### config.mk
export PLATFORM = sky130hd
export DESIGN_NAME = ahb_bist_master
export DESIGN_NICKNAME = d
export VERILOG_FILES = /design/src/rtl/ahb_bist_master.sv
export SDC_FILE = /design/constraint.sdc
export NUM_CORES = 1
export LEC_CHECK = 0
export BUFFER_PORTS_ARGS = -buffer_cell sky130_fd_sc_hd__buf_2
export CORE_MARGIN = 5
export CORE_UTILIZATION = 45
export DETAILED_ROUTE_END_ITERATION = 7
export GPL_ROUTABILITY_DRIVEN = 0
export PLACE_DENSITY = 0.71
export SLEW_MARGIN = 20
export SYNTH_ARGS = -nofsm -noshare
export SYNTH_HDL_FRONTEND = slang
export SYNTH_SLANG_ARGS = --single-unit
### constraint.sdc
create_clock -name HCLK -period 2.2 [get_ports HCLK]
set_input_delay 0.11 -clock HCLK [delete_from_list [all_inputs] [get_ports HCLK]]
set_output_delay 0.11 -clock HCLK [all_outputs]
set_load 0.01 [all_outputs]
### src/rtl/ahb_bist_master.sv
`default_nettype none
// ============================================================================
// Module   : ahb_bist_master
// Purpose  : AHB-Lite memory BIST master. Writes SEED^address over a region,
//            then reads it back and counts failing beats.
// Options  : BIST_INCR4_EN -- issue INCR4 bursts instead of SINGLE transfers.
// Revision : 1.0 -- initial release
// ============================================================================
module ahb_bist_master #(
  parameter logic [31:0] START_ADDR     = 32'h0,
  parameter int unsigned DEPTH_IN_BYTES = 2048,
  parameter logic [31:0] SEED           = 32'hA5A5_0000
) (
  input  logic        HCLK,
  input  logic        HRESETn,
  input  logic        start,
  output logic [31:0] HADDR,
  output logic [1:0]  HTRANS,
  output logic        HWRITE,
  output logic [2:0]  HSIZE,
  output logic [2:0]  HBURST,
  output logic [31:0] HWDATA,
  input  logic [31:0] HRDATA,
  input  logic [1:0]  HRESP,
  input  logic        HREADY,
  output logic        busy,
  output logic        done,
  output logic [15:0] err_cnt,
  output logic [31:0] err_addr
);

  localparam logic [1:0]  c_trans_idle   = 2'b00;
  localparam logic [1:0]  c_trans_nonseq = 2'b10;
  localparam logic [1:0]  c_trans_seq    = 2'b11;
  localparam logic [2:0]  c_size_word    = 3'b010;
  localparam logic [31:0] c_last_addr    = START_ADDR + 32'(DEPTH_IN_BYTES) - 32'd4;
`ifdef BIST_INCR4_EN
  localparam logic [2:0]  c_burst        = 3'b011;
`else
  localparam logic [2:0]  c_burst        = 3'b000;
`endif

  typedef enum logic [2:0] {
    S_IDLE    = 3'd0,
    S_WR      = 3'd1,
    S_WR_LAST = 3'd2,
    S_RD      = 3'd3,
    S_RD_LAST = 3'd4,
    S_DONE    = 3'd5
  } state_t;

  state_t      r_state;
  logic        r_dvalid;
  logic [31:0] r_daddr;

  logic [31:0] w_next_addr;
  logic [1:0]  w_next_trans;
  logic        w_start_acc;
  logic        w_beat_done;
  logic        w_fail;

  assign HSIZE       = c_size_word;
  assign w_next_addr = HADDR + 32'd4;
  assign w_start_acc = start && ((r_state == S_IDLE) || (r_state == S_DONE));

`ifdef BIST_INCR4_EN
  // Beat position inside the 4-beat group, measured from START_ADDR.
  logic [1:0] w_next_beat;
  assign w_next_beat  = w_next_addr[3:2] - START_ADDR[3:2];
  assign w_next_trans = (w_next_beat == 2'b00) ? c_trans_nonseq : c_trans_seq;
`else
  assign w_next_trans = c_trans_nonseq;
`endif

  // A read data phase ends on any HREADY-high cycle while r_dvalid is set.
  assign w_beat_done = HREADY && r_dvalid;
  assign w_fail      = (HRDATA != (SEED ^ r_daddr)) || (HRESP != 2'b00);

  always_ff @(posedge HCLK or negedge HRESETn) begin
    if (!HRESETn) begin
      r_state  <= S_IDLE;
      HADDR    <= START_ADDR;
      HTRANS   <= c_trans_idle;
      HWRITE   <= 1'b0;
      HBURST   <= 3'b000;
      HWDATA   <= 32'h0;
      busy     <= 1'b0;
      done     <= 1'b0;
      r_dvalid <= 1'b0;
      r_daddr  <= 32'h0;
    end else begin
      case (r_state)
        S_IDLE, S_DONE: begin
          if (start) begin
            r_state  <= S_WR;
            HADDR    <= START_ADDR;
            HTRANS   <= c_trans_nonseq;
            HWRITE   <= 1'b1;
            HBURST   <= c_burst;
            busy     <= 1'b1;
            done     <= 1'b0;
            r_dvalid <= 1'b0;
          end
        end
        S_WR: begin
          if (HREADY) begin
            HWDATA <= SEED ^ HADDR;
            if (HADDR == c_last_addr) begin
              r_state <= S_WR_LAST;
              HTRANS  <= c_trans_idle;
            end else begin
              HADDR  <= w_next_addr;
              HTRANS <= w_next_trans;
            end
          end
        end
        S_WR_LAST: begin
          if (HREADY) begin
            r_state <= S_RD;
            HADDR   <= START_ADDR;
            HTRANS  <= c_trans_nonseq;
            HWRITE  <= 1'b0;
          end
        end
        S_RD: begin
          if (HREADY) begin
            r_dvalid <= 1'b1;
            r_daddr  <= HADDR;
            if (HADDR == c_last_addr) begin
              r_state <= S_RD_LAST;
              HTRANS  <= c_trans_idle;
            end else begin
              HADDR  <= w_next_addr;
              HTRANS <= w_next_trans;
            end
          end
        end
        S_RD_LAST: begin
          if (HREADY) begin
            r_state  <= S_DONE;
            r_dvalid <= 1'b0;
            HBURST   <= 3'b000;
            busy     <= 1'b0;
            done     <= 1'b1;
          end
        end
        default: begin
          r_state  <= S_IDLE;
          HTRANS   <= c_trans_idle;
          r_dvalid <= 1'b0;
        end
      endcase
    end
  end

  // err_addr latches only the first failure of a pass.
  always_ff @(posedge HCLK or negedge HRESETn) begin
    if (!HRESETn) begin
      err_cnt  <= 16'h0;
      err_addr <= 32'h0;
    end else if (w_start_acc) begin
      err_cnt  <= 16'h0;
      err_addr <= 32'h0;
    end else if (w_beat_done && w_fail) begin
      if (err_cnt != 16'hFFFF) begin
        err_cnt <= err_cnt + 16'd1;
      end
      if (err_cnt == 16'h0) begin
        err_addr <= r_daddr;
      end
    end
  end

endmodule
`default_nettype wire

# == After elaboration in Yosys (flattened, before gate mapping) ==
# Index checks and enable logic that the tools add are counted.
# op_classes
eq_ne,17
n_reduce_logical,27
n_mux,35
bitwise,4
n_addsub,2
# ops
operator,n
$mux W32,7
$pmux W32 S3,1
$mux W16,3
$add A32 B3 Y32 const B,1
$eq A32 B11 Y1 const B,1
$ne A32 B32 Y1,1
$mux W3,9
$add A16 B1 Y16 const B,1
$logic_not A16 Y1,1
$ne A16 B16 Y1 const B,1
$ne A2 B2 Y1 const B,8
$not A8 Y8,2
$pmux W3 S5,1
$reduce_bool A2 Y1,6
$mux W2,4
$pmux W2 S4,1
$reduce_and A2 Y1,4
$reduce_and A4 Y1,2
$reduce_and A7 Y1,1
$eq A3 B2 Y1 const B,2
$eq A3 B3 Y1 const B,2
$pmux W1 S2,3
$pmux W3 S2,1
$reduce_and A3 Y1,2
other kinds (11),20
# word_totals
reg_bits,156
input_bits,38
wordCells,97
out_inout_bits,123

# == Longest topological paths before layout ==
# Gate-level depths: netlist of run 1.
# logic_depth
depth_word,6
depth_mapped,8
depth_no_buf,7

# == Worst setup path after synthesis of run 1 ==
# OpenSTA, ideal clock, no wires.
# synth_path
kind,register -> register
startpoint,register r_state[0]
endpoint,register HADDR[13]
path_buffers,1
stages_incl_launch_ff,8
period_less_slack_ns,2.145
arrival_time_ns,2.079
setup_time_ns,0.066
setup_slack_ns,0.055
required_ns,2.134
cell_sequence,dfrtp_1 -> buf_6 -> or3b_4 -> a21oi_4 -> nor2_2 -> or3b_4 -> or4_1 -> nand2_1
# synth_via
elab_chain_len,4
elab_cells_between_ends,14
cone_classes,8 x eq/ne; 1 x mux; 5 x reduce/logical
# synth_rtl
element,line_no,text
"start, declared",52,state_t r_state;
"start signal, assigned",81,r_state <= S_IDLE;
"start signal, assigned",95,r_state <= S_WR;
"start signal, assigned",109,r_state <= S_WR_LAST;
"$eq A3 B3 Y1, or another cell as far along",92,case (r_state)
$reduce_or A2 Y1 (on tied branches),--,
"$ne A2 B2 Y1 (no source line), or another cell as far along",--,
$reduce_and A5 Y1 (no source line),--,
"end signal, assigned",112,HADDR <= w_next_addr;
"end signal, assigned",133,HADDR <= w_next_addr;
"end, declared",17,"output logic [31:0] HADDR,"
# Parallel ways exist; a longest one is shown, timed or not.
# A chain may end at the register's enable or synchronous reset.

# == Worst setup path after layout of run 1 ==
# Ends and elaborated chain as after synthesis.

==> results_dict.tcl, run 1 <==
set metrics [dict create \
    clk_pin_slew_ns 0.06 \
    fp.dieArea_um2 18110 \
    fin_skew_ns 0.009711 \
    netlist_area_um2 6985 \
    setup_tns_ns 0 \
    hold_class "in2reg" \
    cp_top_family "simple AND/OR/NAND/NOR gates" \
    period_needed_ns 2.086 \
    place_area_um2 8243 \
    arrival_ns 2.45 \
    endpoint_kind "register" \
    yosys_register_bits 145 \
    diodes 0 \
    die_h_um 134.6 \
    status "completed" \
    detail_route.vias_per_cell 5.482 \
    grt-ovfl-total 0 \
    die_w_um 134.6 \
    power_density_nw_per_um2 856.4 \
    totalWireLength_mm 19.64 \
    final_nets 934 \
    syn_inst 708 \
    cp_slowest_cell "or4_1" \
    htree_levels 4 \
    hpwlAfterDp_mm 14.60 \
    power_uw 7658 \
    maxCapViolations 0 \
    critical_path.startpoint "r_state[0]$_DFFE_PN0P_" \
    tritoncts "built" \
    r2r-start "r_state[0]$_DFFE_PN0P_" \
    grt_usage_pct 21.99 \
    worst-path-max-fanout 5 \
    area_growth_pct 28.01 \
    clockRootBuffer "clkbuf_16" \
    min-delay-start "start" \
    r2r_slack_ns 0.11 \
    timing.rr.end "HADDR[13]$_DFFE_PN0P_" \
    reg2reg_depth 6 \
    syn_area_per_cell_um2 9.866 \
    finalHoldViolCount 0 \
    ios 161 \
    synthFlopType "dfrtp_1" \
    synthDistinctLibCells 51 \
    critPathBufInv 0 \
    cp_common_cell "or3b_4" \
    irDropWorstVdd_mv 0.5897 \
    finalSetupViolCount 0 \
    cpPeakStageDelay_ns 0.47 \
    drc 0 \
    drt-pass1-iter-count 5 \
    core_um2 15200 \
    final-max-slew-violation-count 0 \
    num_rows 45 \
    cp.depth 6 \
    path_cells "or3b_4, a21oi_4, nor2_2, or3b_4, or4_1, nand2_1" \
    synth_enable_flop_cells 0 \
    synth_async_sr_flop_share_pct 100.0 \
    leakage_uw 0.004432 \
    dr.first_iter.drc_count 360 \
    cts_sinks 145 \
    grt_pass1_wl_mm 30.85 \
    critPathKind "reg2reg" \
    vias 5992 \
    slew_headroom_pct 52.36 \
    layout_commonest_cell "buf_2" \
    drive_gt1_share_pct 29.61 \
    start_util_pct 45.95 \
    layout_common_cells "buf_2, dfrtp_1, nand2_1, nor2_1, buf_4" \
    rsz0062_at_grt "no" \
    fmax_mhz 479.5 \
    synth_warnings 0 \
    wl_per_cell_um 17.97 \
    numCtsBuffers 17 \
    fin_area_um2 8942 \
    worst_pin_slew_ns 0.7138 \
    start_kind "register" \
    ys_seq_area_share_pct 51.94 \
    critical_path_required_ns 2.56 \
    antenna_found_initial 1 \
    fillers 1322 \
    clockBufferDepth 2 \
    clk-insertion-delay-late_ns 0.43 \
    grt_start_max_net_pins 55 \
    ant_nets 0 \
    fin_crit_sh_pct 94.80 \
    io_buffers 149 \
    crit_end "HADDR[13]$_DFFE_PN0P_" \
    grt_pass1_vias 5778 \
]
-- worst min-delay path, stage by stage --
cell     delay [ns]
buf_2          0.16
a21oi_1        0.08
nand2_1        0.07
o21ai_0        0.07
-- kinds of logic after synthesis --
family                     share of synthesized area (%)
AOI/OAI and AO/OA                                  7.613
adders and majority gates                         0.6807
and+or+nand+nor                                    21.12
xor gates and xnor gates                           6.144
muxes                                              8.257
other                                             0.1075
DFF                                                51.94
buffers and inverters                              4.138
-- what timing repair did --
| item | in CTS | in global routing |
|---|---|---|
| endpoints found under the hold margin | 50 | 0 |
| resized for setup | 0 | 3 |
| setup endpoints to repair | 0 | 4 |
| buffers inserted | 0 | 0 |
| hold buffers | 1 | 0 |
-- area by class of cell --
| class | count | area (um^2) | area share [%] |
|---|---|---|---|
| clock buffers | 22 | 494.2 | 5.527 |
| clock inverters | 9 | 176.4 | 1.973 |
| inverters | 16 | 60.06 | 0.6716 |
| multi-input cells | 510 | 3138 | 35.09 |
| flip-flops and latches | 145 | 3628 | 40.58 |
| well taps | 188 | 235.2 | 2.630 |
| repair buffers | 203 | 1210 | 13.53 |
-- state kept, by name, indices dropped and copies added, names as in the netlist --
| signal | flops |
|---|---|
| r_daddr | 30 |
| HWDATA | 30 |
| HTRANS | 1 |
| HADDR | 30 |
| busy | 1 |
| r_state | 3 |
| err_cnt | 16 |
| r_dvalid | 1 |
| err_addr | 31 |
| done | 1 |
| HWRITE | 1 |
-- synth_stat cells, types with 5 or more instances --
library cell	n	area share, %
a21oi_1	21	1.5
nor2_1	59	3.2
nor4_1	18	1.6
nand4_1	20	1.8
inv_1	16	0.86
or3_1	17	1.5
nand3_1	23	1.6
nand2b_1	8	0.72
o21ai_0	45	3.2
mux2i_1	34	4.9
xor2_1	8	1.0
o211ai_1	7	0.75
mux2_2	21	3.4
dfrtp_1	145	52
xnor2_1	41	5.1
or4_1	9	0.97
nor3_1	19	1.4
buf_4	12	1.3
nand2_1	103	5.5
clkbuf_1	25	1.3
and3_1	8	0.72
buf_1	5	0.27
-- power by group --
| part | switching (uW) | internal, uW |
|---|---|---|
| sequential | 252 | 2900 |
| clock | 1110 | 2150 |
| combinational | 680 | 560 |
-- layer usage --
layer | part of all wire, % | track usage (%)
met5 | 0.056 | 0
met4 | 2.5 | 8.314
met3 | 6.0 | 4.993
met1 | 45 | 29.97
met2 | 46 | 34.50
-- stage by stage --
step | hold slack [ns] | setup WS [ns] | utilization (%) | std cells
after floorplan | -0.1856 | 0.05491 | - | 717
after global placement | 0.09717 | 0.1184 | 54.22 | 1061
after detailed placement | 0.1008 | 0.08512 | 54.22 | 1061
after CTS | 0.09518 | 0.06480 | 58.70 | 1093
after global routing | 0.1538 | 0.002482 | 58.82 | 1093
final | 0.1213 | 0.1145 | 58.82 | 1093
-- worst min-delay path by stage --
| stage | end | slack (ns) | cells past startpoint |
|---|---|---|---|
| finish | r_state[2]$_DFFE_PN0P_ | 0.12 | 4 |
| detailed placement | err_cnt[6]$_DFFE_PN0P_ | 0.10 | 1 |
| CTS | r_state[2]$_DFFE_PN0P_ | 0.1 | 4 |
| global placement | err_cnt[5]$_DFFE_PN0P_ | 0.1 | 1 |
| global route | r_state[2]$_DFFE_PN0P_ | 0.15 | 4 |
| floorplan | HADDR[10]$_DFFE_PN0P_ | -0.19 | 0 |
(Power assumes the default switching activity.)
==> inputs of run 2 (changes only) <==
--- a/config.mk
+++ b/config.mk
@@ -11,6 +11,7 @@
 export DETAILED_ROUTE_END_ITERATION = 7
 export GPL_ROUTABILITY_DRIVEN = 0
 export PLACE_DENSITY = 0.71
+export REMOVE_ABC_BUFFERS = 1
 export SLEW_MARGIN = 20
 export SYNTH_ARGS = -nofsm -noshare
 export SYNTH_HDL_FRONTEND = slang
==> run 2 against run 1 <==
Critical path depth is the same. Worst setup slack lost 0.033 ns. Combinational power rose by 4%. Cell area is 0.64% higher. Largest power group is now registers.
==> results_dict.tcl, run 2 (synthesized netlist as in run 1, its figures left out) <==
set metrics [dict create \
    status "completed" \
    period_needed_ns 2.118 \
    grt_pass1_wl_mm 32.07 \
    setup_ws_ns 0.08181 \
    final_nets 935 \
    swShare_pct 27.01 \
    fin_skew_ns 0.006974 \
    clock_power_share_pct 41.5 \
    drt-pass1-iter-count 5 \
    ios 161 \
    cp_slowest_cell "or4_1" \
    utilization_pct 59.20 \
    tritoncts "built" \
    hpwlAfterDp_mm 14.90 \
    detail_route.vias_per_cell 5.533 \
    ant_nets 0 \
    critical_path.startpoint "r_state[1]$_DFFE_PN0P_" \
    endpoint_kind "register" \
    finalSetupViolCount 0 \
    totalWireLength_mm 20.22 \
    fp.dieArea_um2 18110 \
    layout_common_cells "buf_2, dfrtp_1, nand2_1, nor2_1, buf_4" \
    irDropWorstVdd_mv 0.6620 \
    wl_per_cell_um 18.48 \
    busiest_layer "met2" \
    drive_gt1_share_pct 30.17 \
    pwr-share-comb_pct 17.0 \
    leakage_uw 0.004447 \
    hold_class "in2reg" \
    dr.first_iter.drc_count 480 \
    io_buffers 149 \
    critPathKind "reg2reg" \
    clockRootBuffer "clkbuf_16" \
    regMostFlops "err_addr" \
    vias 6053 \
    die_w_um 134.6 \
    worst-path-max-fanout 5 \
    cpPeakStageDelay_ns 0.47 \
    arrival_ns 2.48 \
    area_growth_pct 28.84 \
    finalHoldViolCount 0 \
    die_h_um 134.6 \
    cp_common_cell "or3b_4" \
    pre_cts_ws_ns 0.05704 \
    min-delay-start "start" \
    r2r-start "r_state[1]$_DFFE_PN0P_" \
    grt_pass1_vias 5908 \
    clk-insertion-delay-late_ns 0.43 \
    grt-ovfl-total 0 \
    cts_sinks 145 \
    globalRouteMet1Util_pct 31.02 \
    worst_pin_slew_ns 0.7036 \
    p_switching_uw 2053 \
    path_cells "or3b_4, a21oi_4, nor2_2, or3b_4, or4_1, nand2_1" \
    r2r_slack_ns 0.08 \
    start_util_pct 45.95 \
    num_rows 45 \
    largest_reg_flops 31 \
    start_kind "register" \
    antenna_found_initial 0 \
    htree_levels 4 \
    grt_usage_pct 22.56 \
    power.internal_uw 5547 \
    clockBufferDepth 2 \
    fmax_mhz 472.1 \
    clk_pin_slew_ns 0.06 \
    drc 0 \
    slew_headroom_pct 53.04 \
    numCtsBuffers 17 \
    layout_commonest_cell "buf_2" \
    final-max-slew-violation-count 0 \
    maxCapViolations 0 \
    grt_start_max_net_pins 48 \
    power_frac_seq_pct 41.5 \
    met3_usage_pct 4.806 \
    core_um2 15200 \
    critical_path_required_ns 2.56 \
    power_density_nw_per_um2 844.5 \
    grt_use_met2_pct 35.31 \
    fin_crit_sh_pct 96.28 \
]
## run 2: cell count changes in the layout (fill, tap and decap cells not counted), moves of 2 or more
cell,before,now
clkbuf_8,5,2
buf_12,4,6
dfrtp_2,0,2
nor4_1,17,15
dfrtp_1,145,143
## run 2: worst max-delay path, delay by kind of cell (launching register included)
family | cells | cell delay (ns)
AO/OA/AOI/OAI | 1 | 0.21
flip-flops | 1 | 0.41
AND/OR/NAND/NOR | 5 | 1.44
## run 2: path summary, 6_finish.rpt
check | endpoint | depth (start not counted)
max | HADDR[13]$_DFFE_PN0P_ | 6
min | r_state[2]$_DFFE_PN0P_ | 4
max reg2reg | HADDR[13]$_DFFE_PN0P_ | 6
min reg2reg | HWDATA[3]$_DFFE_PN0P_ | 2
max in group asynchronous | err_addr[19]$_DFFE_PN0P_ | 3
min in group asynchronous | err_cnt[13]$_DFFE_PN0P_ | 2
## run 2: stage by stage
stage | total power (uW) | cell area [um^2] | hold WS [ns] | setup TNS [ns] | instances
final | 7600 | 9000 | 0.1202 | 0 | 1094
after global routing | 7904 | 8997 | 0.1626 | -0.02426 | 1093
after CTS | 7606 | 8927 | 0.1181 | 0 | 1092
after detailed placement | 4453 | 8277 | 0.07409 | 0 | 1061
after global placement | 4414 | 8277 | 0.07425 | 0 | 1061
after floorplan | 3792 | 6790 | -0.1856 | -70.27 | 671
## run 2: power groups by stage
stage | sequential [uW] | clock (uW) | combinational (uW)
final | 3150 | 3150 | 1290
after global routing | 3190 | 3300 | 1420
after global placement | 3170 | 0 | 1250
after floorplan | 3230 | 0 | 562
after CTS | 3140 | 3190 | 1280
after detailed placement | 3180 | 0 | 1270
## run 2: final cells by class
type / instances / area [um^2]
Fill cell: 1315 / 6202
Sequential cell: 145 / 3631
Multi-Input combinational cell: 510 / 3188
Timing Repair Buffer: 204 / 1242
Clock buffer: 20 / 456.7
Tap cell: 188 / 235.2
Clock inverter: 10 / 183.9
Inverter: 16 / 60.06
Antenna cell: 1 / 2.502
## run 2: metal layers
layer / wire, um / part of all wire (%)
met2: 9572 / 47
met4: 537 / 2.7
met3: 1274 / 6.3
met1: 8831 / 44
met5: 0 / 0
## run 2: timing repair
| action | CTS | global route |
|---|---|---|
| endpoints found under the setup margin | 0 | 34 |
| resized for setup | 0 | 11 |
| hold buffers | 1 | 0 |
| endpoints found under the hold margin | 43 | 0 |
| setup buffers | 0 | 1 |
